===== config.mk =====
export PLATFORM = sky130hd
export DESIGN_NAME = gshare_predictor_flat
export DESIGN_NICKNAME = d
export VERILOG_FILES = /design/src/rtl/bp_pkg.sv /design/src/rtl/gshare_predictor_if.sv /design/src/rtl/bp_sat_ctr.sv /design/src/rtl/gshare_predictor.sv /design/src/flat_wrapper.sv
export SDC_FILE = /design/constraint.sdc
export NUM_CORES = 1
export LEC_CHECK = 0
export CORE_MARGIN = 2
export CORE_UTILIZATION = 45
export DETAILED_ROUTE_END_ITERATION = 10
export SYNTH_ARGS = -nofsm -noshare
export SYNTH_HDL_FRONTEND = slang
export SYNTH_SLANG_ARGS = --single-unit
export TNS_END_PERCENT = 50

===== constraint.sdc =====
create_clock -name clk -period 9.3 [get_ports clk]
set_clock_uncertainty 0.2 [all_clocks]
set_input_delay 1.86 -clock clk [delete_from_list [all_inputs] [get_ports clk]]
set_output_delay 1.86 -clock clk [all_outputs]
set_load 0.01 [all_outputs]

===== src/rtl/bp_pkg.sv =====
// Shared types and counter helpers for the gshare direction predictor.
package bp_pkg;

  typedef enum logic {
    INIT = 1'b0,
    RUN  = 1'b1
  } bp_state_e;

  // Helpers work on a wide container; callers cast down to their CTR_W.
  localparam int CTR_MAX_W = 8;
  typedef logic [CTR_MAX_W-1:0] ctr_t;

  function automatic ctr_t ctr_init(input int ctr_w);
    return ctr_t'((1 << (ctr_w - 1)) - 1);
  endfunction

  function automatic ctr_t sat_step(input ctr_t ctr, input logic up, input int ctr_w);
    ctr_t max_v;
    max_v = ctr_t'((1 << ctr_w) - 1);
    if (up) begin
      return (ctr == max_v) ? ctr : ctr + 1'b1;
    end
    return (ctr == '0) ? ctr : ctr - 1'b1;
  endfunction

endpackage


===== src/rtl/gshare_predictor_if.sv =====
// Predict (IF) and train (EX) port bundle of the gshare predictor.
interface gshare_predictor_if #(
  parameter int IDX_W    = 8,
  parameter int HIST_LEN = 8
);
  logic                pred_valid;
  logic [31:0]         pred_pc;
  logic                pred_taken;
  logic [IDX_W-1:0]    pred_idx;
  logic [HIST_LEN-1:0] pred_ghr;
  logic                upd_valid;
  logic [IDX_W-1:0]    upd_idx;
  logic [HIST_LEN-1:0] upd_ghr;
  logic                upd_taken;
  logic                upd_mispredict;

  modport master (
    output pred_valid, pred_pc, upd_valid, upd_idx, upd_ghr, upd_taken, upd_mispredict,
    input  pred_taken, pred_idx, pred_ghr
  );

  modport slave (
    input  pred_valid, pred_pc, upd_valid, upd_idx, upd_ghr, upd_taken, upd_mispredict,
    output pred_taken, pred_idx, pred_ghr
  );
endinterface


===== src/rtl/bp_sat_ctr.sv =====
// Combinational CTR_W-bit saturating increment/decrement.
module bp_sat_ctr
  import bp_pkg::*;
#(
  parameter int CTR_W = 2
) (
  input  logic [CTR_W-1:0] ctr_i,
  input  logic             up_i,
  output logic [CTR_W-1:0] ctr_o
);

  assign ctr_o = CTR_W'(sat_step(ctr_t'(ctr_i), up_i, CTR_W));

endmodule


===== src/rtl/gshare_predictor.sv =====
// gshare direction predictor: PC^GHR indexed counter table, speculative GHR with repair.
// Optional performance counters are built when GSHARE_PERF_CNT_EN is defined.
module gshare_predictor
  import bp_pkg::*;
#(
  parameter int IDX_W    = 8,
  parameter int HIST_LEN = 8,
  parameter int CTR_W    = 2,
  parameter int PERF_W   = 16
) (
  input  logic              clk,
  input  logic              rst_n,
  output logic              init_done,
  gshare_predictor_if.slave bp,
  output logic [PERF_W-1:0] perf_preds,
  output logic [PERF_W-1:0] perf_correct
);

  localparam int              DEPTH    = 2 ** IDX_W;
  localparam logic [CTR_W-1:0] CTR_INIT = CTR_W'(ctr_init(CTR_W));

  bp_state_e           state_q;
  logic [IDX_W-1:0]    init_ptr_q;
  logic                init_done_q;
  logic [HIST_LEN-1:0] ghr_q, ghr_d;
  logic [CTR_W-1:0]    table_q [DEPTH];

  logic [IDX_W-1:0]    idx;
  logic [CTR_W-1:0]    rd_ctr;
  logic [CTR_W-1:0]    upd_next;
  logic                run;
  logic                unused_pc;

  assign run       = (state_q == RUN);
  assign unused_pc = ^{bp.pred_pc[31:IDX_W+2], bp.pred_pc[1:0]};

  // Lookup: same-cycle read, so a colliding update is seen only next cycle.
  assign idx           = bp.pred_pc[IDX_W+1:2] ^ IDX_W'(ghr_q);
  assign rd_ctr        = table_q[idx];
  assign bp.pred_idx   = idx;
  assign bp.pred_ghr   = ghr_q;
  assign bp.pred_taken = run & rd_ctr[CTR_W-1];
  assign init_done     = init_done_q;

  bp_sat_ctr #(.CTR_W(CTR_W)) u_sat (
    .ctr_i (table_q[bp.upd_idx]),
    .up_i  (bp.upd_taken),
    .ctr_o (upd_next)
  );

  // A mispredict repair wins: a same-cycle fetch is already on the wrong path.
  always_comb begin
    ghr_d = ghr_q;
    if (run) begin
      if (bp.upd_valid && bp.upd_mispredict) begin
        ghr_d = HIST_LEN'({bp.upd_ghr, bp.upd_taken});
      end else if (bp.pred_valid) begin
        ghr_d = HIST_LEN'({ghr_q, bp.pred_taken});
      end
    end
  end

  always_ff @(posedge clk or negedge rst_n) begin
    if (!rst_n) begin
      state_q     <= INIT;
      init_ptr_q  <= '0;
      init_done_q <= 1'b0;
      ghr_q       <= '0;
    end else begin
      ghr_q <= ghr_d;
      case (state_q)
        INIT: begin
          init_ptr_q <= init_ptr_q + 1'b1;
          if (init_ptr_q == IDX_W'(DEPTH - 1)) begin
            state_q     <= RUN;
            init_done_q <= 1'b1;
          end
        end
        RUN:     state_q <= RUN;
        default: state_q <= INIT;
      endcase
    end
  end

  always_ff @(posedge clk) begin
    if (!run) begin
      table_q[init_ptr_q] <= CTR_INIT;
    end else if (bp.upd_valid) begin
      table_q[bp.upd_idx] <= upd_next;
    end
  end

`ifdef GSHARE_PERF_CNT_EN
  logic [PERF_W-1:0] preds_q, correct_q;

  always_ff @(posedge clk or negedge rst_n) begin
    if (!rst_n) begin
      preds_q   <= '0;
      correct_q <= '0;
    end else if (run && bp.upd_valid) begin
      preds_q <= preds_q + 1'b1;
      if (!bp.upd_mispredict) correct_q <= correct_q + 1'b1;
    end
  end

  assign perf_preds   = preds_q;
  assign perf_correct = correct_q;
`else
  assign perf_preds   = '0;
  assign perf_correct = '0;
`endif

endmodule


===== src/flat_wrapper.sv =====
// flat-port wrapper written by rule: the top's interface ports become plain ports
module gshare_predictor_flat import bp_pkg::*;
#(
  parameter int IDX_W    = 8,
  parameter int HIST_LEN = 8,
  parameter int CTR_W    = 2,
  parameter int PERF_W   = 16
)
  (clk, rst_n, init_done, perf_preds, perf_correct, bp_pred_valid, bp_pred_pc, bp_upd_valid, bp_upd_idx, bp_upd_ghr, bp_upd_taken, bp_upd_mispredict, bp_pred_taken, bp_pred_idx, bp_pred_ghr);
  gshare_predictor_if #(.IDX_W(IDX_W), .HIST_LEN(HIST_LEN)) bp_i ();
  input  logic clk;
  input  logic rst_n;
  output logic init_done;
  output logic [PERF_W-1:0] perf_preds;
  output logic [PERF_W-1:0] perf_correct;
  input wire logic [$bits(bp_i.pred_valid)-1:0] bp_pred_valid;
  input wire logic [$bits(bp_i.pred_pc)-1:0] bp_pred_pc;
  input wire logic [$bits(bp_i.upd_valid)-1:0] bp_upd_valid;
  input wire logic [$bits(bp_i.upd_idx)-1:0] bp_upd_idx;
  input wire logic [$bits(bp_i.upd_ghr)-1:0] bp_upd_ghr;
  input wire logic [$bits(bp_i.upd_taken)-1:0] bp_upd_taken;
  input wire logic [$bits(bp_i.upd_mispredict)-1:0] bp_upd_mispredict;
  output wire logic [$bits(bp_i.pred_taken)-1:0] bp_pred_taken;
  output wire logic [$bits(bp_i.pred_idx)-1:0] bp_pred_idx;
  output wire logic [$bits(bp_i.pred_ghr)-1:0] bp_pred_ghr;
  assign bp_i.pred_valid = bp_pred_valid;
  assign bp_i.pred_pc = bp_pred_pc;
  assign bp_i.upd_valid = bp_upd_valid;
  assign bp_i.upd_idx = bp_upd_idx;
  assign bp_i.upd_ghr = bp_upd_ghr;
  assign bp_i.upd_taken = bp_upd_taken;
  assign bp_i.upd_mispredict = bp_upd_mispredict;
  assign bp_pred_taken = bp_i.pred_taken;
  assign bp_pred_idx = bp_i.pred_idx;
  assign bp_pred_ghr = bp_i.pred_ghr;
  gshare_predictor #(.IDX_W(IDX_W), .HIST_LEN(HIST_LEN), .CTR_W(CTR_W), .PERF_W(PERF_W)) u_core (.clk(clk), .rst_n(rst_n), .init_done(init_done), .bp(bp_i), .perf_preds(perf_preds), .perf_correct(perf_correct));
endmodule

==> results of run 1 <==
-- synthesized netlist by cell type (all sizes together), types with 10 or more instances --
cell | n | area (sq um)
a21oi | 30 | 150
a22oi | 32 | 240
buf | 78 | 587
clkbuf | 56 | 210
dfrtp | 18 | 450
edfxtp | 512 | 15400
inv | 10 | 37.5
mux2i | 54 | 541
mux4 | 173 | 3910
nand2 | 78 | 293
nand2b | 10 | 62.6
nand3 | 19 | 95.1
nor2 | 279 | 1050
nor3 | 16 | 80.1
o21ai | 18 | 90.1
o221ai | 24 | 210
o22ai | 24 | 150
xnor2 | 13 | 136
-- final timing paths --
check                                                 startpoint                           endpoint  slack [ns]
min in group asynchronous                                  rst_n  u_core.bp.pred_ghr[4]$_DFFE_PN0P_        1.60
max in group asynchronous                                  rst_n   u_core.init_ptr_q[4]$_DFFE_PN0N_        6.69
worst min register to register  u_core.init_ptr_q[7]$_DFFE_PN0N_   u_core.init_ptr_q[7]$_DFFE_PN0N_        0.38
worst max-delay path                               bp_pred_pc[3]                      bp_pred_taken        1.34
worst min-delay path            u_core.init_ptr_q[7]$_DFFE_PN0N_   u_core.init_ptr_q[7]$_DFFE_PN0N_        0.38
worst max register to register  u_core.table_q[122][1]$_DFFE_PP_   u_core.table_q[210][0]$_DFFE_PP_        4.81
-- metal layers --
layer | vias to the layer above | routed length (um)
li1 | 6125 | -
met2 | 742 | 32200
met3 | 154 | 6330
met5 | - | 0
met4 | 0 | 2660
met1 | 7694 | 28000
-- cells by family (layout without fill, tap and decap cells) --
family | count (synthesis) | count (layout) | synth area share (%)
simple gates | 439 | 439 | 7.47
compound gates | 174 | 174 | 5.02
fa+ha+maj | 1 | 1 | 0.0514
flops | 530 | 530 | 65.0
xor+xnor | 15 | 15 | 0.632
mux | 228 | 228 | 18.3
other cells | 1 | 32 | 0.0154
buf+inv | 146 | 201 | 3.46
-- stage by stage --
step,worst slack (ns),cells,util [%],TNS [ns],instance area (sq um)
after floorplan,-2.45,1565,-,-627.23,24500
after CTS,1.36,2316,50.7,0,27200
final,1.34,2316,50.7,0,27200
after global routing,1.19,2316,50.7,0,27200
after detailed placement,1.38,2219,47.5,0,25500
after global placement,1.39,2219,47.5,0,25500
-- sequential cells by signal, indices dropped and copies added (netlist names) --
| register | flops |
|---|---|
| u_core.run | 1 |
| u_core.init_ptr_q | 8 |
| u_core.table_q | 512 |
| u_core.init_done | 1 |
| u_core.bp.pred_ghr | 8 |
-- cell type report --
cell class | instances | area, sq um | area share, %
clock buffer | 76 | 1550 | 5.69
clock inverter | 21 | 185 | 0.681
inverter | 12 | 48.8 | 0.179
multi-input combinational | 889 | 7820 | 28.8
sequential | 530 | 15800 | 58.2
tap | 696 | 871 | 3.20
timing repair buffer | 92 | 896 | 3.29
-- power by group through the flow --
stage | logic, mW | clock network, mW | registers [mW]
3_5_place_dp | 0.221 | 0 | 2.63
2_1_floorplan | 0.149 | 0 | 2.63
3_3_place_gp | 0.221 | 0 | 2.63
5_1_grt | 0.235 | 2.28 | 2.58
4_1_cts | 0.222 | 2.18 | 2.58
6_report | 0.223 | 2.15 | 2.58
==> results_dict.tcl, run 1 <==
set metrics [dict create \
    postCtsSetupBuffers 0 \
    fin_nets 1636 \
    syn_avg_cell_area_sq_um 15.9 \
    dr.pass1.iters 7 \
    worstPathBufferInverterCount 5 \
    hpwl_um 43500 \
    routed-via-count 14700 \
    path_depth 12 \
    postCtsHoldBufs 0 \
    ctsResizeCount 0 \
    slew_headroom_pct 9.42 \
    drive_gt1_share_pct 19.5 \
    min_period_ns 7.96 \
    vias_per_cell 6.35 \
    antenna_cells 0 \
    p_total_mw 4.96 \
    grtUsageMet1_pct 34.9 \
    cp_cell_sequence "clkdlybuf4s50_1 -> xnor2_2 -> clkinv_2 -> buf_4 -> buf_4 -> mux4_2 -> o2111a_1 -> a221oi_1 -> o2111ai_1 -> o311a_1 -> o311a_1 -> clkdlybuf4s50_1" \
    antenna_found_initial 0 \
    cts.reportedPaths.clkPinSlew_ns 0.06 \
    end_kind "output port" \
    crit_slowest_cell "buf_4" \
    clk_latency_ns 0.62 \
    yosys_warnings 0 \
    worstPathRequired_ns 7.24 \
    final_cell_mix "edfxtp_1 (512), nor2_1 (279), mux4_2 (170)" \
    grt_usage_pct 24.9 \
    dieArea_sq_um 56000 \
    switchingPower_mw 1.06 \
    wl_per_cell_um 29.9 \
    p_comb_share_pct 4.5 \
    syn_area_sq_um 24300 \
    pwr-share-clk_pct 43.5 \
    cts_buffers 56 \
    slew_violations 0 \
    syn_inst 1534 \
    grt_pass1_vias 15000 \
    die_h_um 237 \
    swShare_pct 21.4 \
    whs_ns 0.381 \
    rsz0062_at_grt "false" \
    io_pins 104 \
    worstHoldPathCells 1 \
    synth_edf_count 512 \
    finalWirelength_um 69100 \
    port_buffers 46 \
    grt.met2_usage_pct 39.0 \
    die_x_um 237 \
    clockBufferDepth 3 \
    use_met3_pct 4.91 \
    gp_congestion 0.900 \
    ys_ff_latch 530 \
    seq_power_share_pct 52.0 \
    hold_class "reg -> reg" \
    nFillCells 4485 \
    finalHoldViolCount 0 \
    grt-ovfl-total 0 \
    worst-path-max-fanout 44 \
    async_flop_share_pct 3.40 \
    core_sq_um 53600 \
    busiest_layer "met2" \
    ys_seq_area_share_pct 65.0 \
    p_int_mw 3.90 \
    synth.distinct_cells 60 \
    start_kind "input pin" \
    grt_max_degree 133 \
    crit_family "buffers and inverters" \
    cap_violations 0 \
    worst_ir_drop_vdd_v 0.000134 \
    syn2layout_area_growth_pct 11.8 \
    status "finished clean" \
    cts_root_buf "clkbuf_16" \
    setup_viol 0 \
    leakage_nw 8.19 \
    rr_worst_depth 9 \
    power.density_nw_per_um2 182 \
    fin_crit_sh_pct 85.6 \
    worstMarginPinSlew_ns 1.35 \
    layout_commonest_cell "edfxtp_1" \
    rows 85 \
    ys.flop_type "edfxtp_1" \
    grt_pass1_wl_um 101000 \
    critical_path_arrival_ns 5.90 \
    slowest_delay_ns 0.69 \
    cts_tree "built" \
    htree_levels 2 \
    worstSetupPathType "in -> out" \
    cts_num_sinks 530 \
    final_antenna_net_count 0 \
    drt_iter0_markers 1739 \
    initial_core_util_pct 45.4 \
    max_freq_mhz 126 \
    drc_errors 0 \
]
(Power assumes the default switching activity.)
==> run 2: changes to the inputs <==
- CORE_UTILIZATION: 45 -> 32
==> results_dict.tcl, run 2 (same netlist as run 1, synthesis figures left out) <==
set metrics [dict create \
    status "finished clean" \
    nFillCells 6996 \
    htree_levels 2 \
    antenna_found_initial 1 \
    critical_path_arrival_ns 5.71 \
    hold_class "reg -> reg" \
    timing.final.ws_setup_ns 1.53 \
    grt_max_degree 157 \
    wl_per_cell_um 27.4 \
    drc_errors 0 \
    cts_tree "built" \
    fin_crit_sh_pct 83.6 \
    leakage_nw 8.29 \
    die_x_um 280 \
    layout_commonest_cell "edfxtp_1" \
    pwr-share-clk_pct 46.1 \
    max_flop_register "u_core.table_q" \
    finalHoldViolCount 0 \
    slew_headroom_pct 30.6 \
    cap_violations 0 \
    fin_cells 2605 \
    grt_usage_pct 17.9 \
    worstMarginPinSlew_ns 1.04 \
    clk_latency_ns 0.62 \
    fin_nets 1640 \
    dp_cells 2507 \
    worstPathRequired_ns 7.24 \
    initial_core_util_pct 32.2 \
    routed-via-count 14900 \
    io_pins 104 \
    die_h_um 280 \
    p_total_mw 5.21 \
    largest_register_ffs 512 \
    setup_viol 0 \
    slew_violations 0 \
    drive_gt1_share_pct 19.7 \
    worst-path-max-fanout 35 \
    max_freq_mhz 129 \
    core_sq_um 75600 \
    start_kind "input pin" \
    hpwl_um 44700 \
    worst_ir_drop_vdd_v 0.000122 \
    port_buffers 46 \
    clockBufferDepth 3 \
    gp_congestion 0.855 \
    place_ws_ns 1.53 \
    final_cell_mix "edfxtp_1 (512), nor2_1 (279), mux4_2 (170)" \
    hp-start "u_core.init_done$_DFFE_PN0P_" \
    power.density_nw_per_um2 188 \
    rsz0062_at_grt "false" \
    grt-ovfl-total 0 \
    final_antenna_net_count 0 \
    p_int_mw 4.12 \
    p_comb_share_pct 4.4 \
    postCtsSetupBuffers 0 \
    switchingPower_mw 1.09 \
    ctsResizeCount 0 \
    critPathLaunch "bp_pred_pc[3]" \
    finish.utilization_pct 36.8 \
    timing.rr.start "u_core.bp.pred_ghr[1]$_DFFE_PN0P_" \
    seq_power_share_pct 49.5 \
    cts.reportedPaths.clkPinSlew_ns 0.06 \
    end_kind "output port" \
    rows 101 \
    cts_num_sinks 530 \
    min_period_ns 7.77 \
    dieArea_sq_um 78300 \
    grt_pass1_wl_um 102000 \
    vias_per_cell 5.71 \
    finalWirelength_um 71300 \
    dr.pass1.iters 5 \
    drt_iter0_markers 1514 \
    swShare_pct 20.8 \
    antenna_cells 0 \
    cts_buffers 54 \
    worstSetupPathType "in -> out" \
    tns_ns 0 \
    cts_root_buf "clkbuf_16" \
    grt_pass1_vias 15000 \
    postCtsHoldBufs 0 \
    syn2layout_area_growth_pct 14.2 \
]
==> run 2: final timing paths <==
| check | slack, ns | end | cells after the start |
|---|---|---|---|
| hold / removal | 0.30 | u_core.init_done$_DFFE_PN0P_ | 1 |
| setup / recovery | 1.53 | bp_pred_taken | 10 |
| max in group asynchronous | 6.66 | u_core.bp.pred_ghr[1]$_DFFE_PN0P_ | 1 |
| hold reg to reg | 0.30 | u_core.init_done$_DFFE_PN0P_ | 1 |
| setup reg to reg | 5.18 | u_core.bp.pred_ghr[0]$_DFFE_PN0P_ | 9 |
| min in group asynchronous | 1.60 | u_core.bp.pred_ghr[7]$_DFFE_PN0P_ | 1 |
==> run 2: area by class of cell <==
| cell class | count | area (sq um) | share of cell area, % |
|---|---|---|---|
| Sequential cell | 530 | 15800 | 57.0 |
| Multi-Input combinational cell | 889 | 7830 | 28.2 |
| Clock buffer | 60 | 1440 | 5.18 |
| Tap cell | 978 | 1220 | 4.41 |
| Timing Repair Buffer | 98 | 903 | 3.25 |
| Clock inverter | 38 | 515 | 1.86 |
| Inverter | 12 | 48.8 | 0.176 |
==> run 2: per-layer routing <==
layer | global-route usage [%] | vias to the layer above | share of wire (%)
met5 | 0 | - | 0.018
met4 | 8.16 | 2 | 4.5
met3 | 4.16 | 182 | 9.2
met2 | 29.7 | 846 | 48
met1 | 22.4 | 7698 | 38
li1 | - | 6135 | -
==> run 2: worst max-delay path, cell delays in order <==
cell and delay [ns]:
clkdlybuf4s50_1 0.45, xnor2_2 0.62, clkinv_2 0.14, buf_4 0.39, mux4_2 0.51, mux2i_1 0.28, o21ai_0 0.14, o311a_1 0.37
o311a_1 0.41, clkdlybuf4s50_1 0.52
==> run 2: per-stage QoR <==
stage / hold WS [ns] / cell area (sq um)
CTS: 0.308 / 27800
floorplan: 0.313 / 24500
global placement: 0.264 / 25800
global route: 0.348 / 27800
detailed placement: 0.295 / 25800
finish: 0.299 / 27800
==> run 2: power groups by stage <==
stage	logic, mW	clock network [mW]	registers, mW
5_1_grt	0.241	2.52	2.58
4_1_cts	0.228	2.43	2.58
3_3_place_gp	0.227	0	2.63
3_5_place_dp	0.227	0	2.63
2_1_floorplan	0.149	0	2.63
6_report	0.231	2.40	2.58
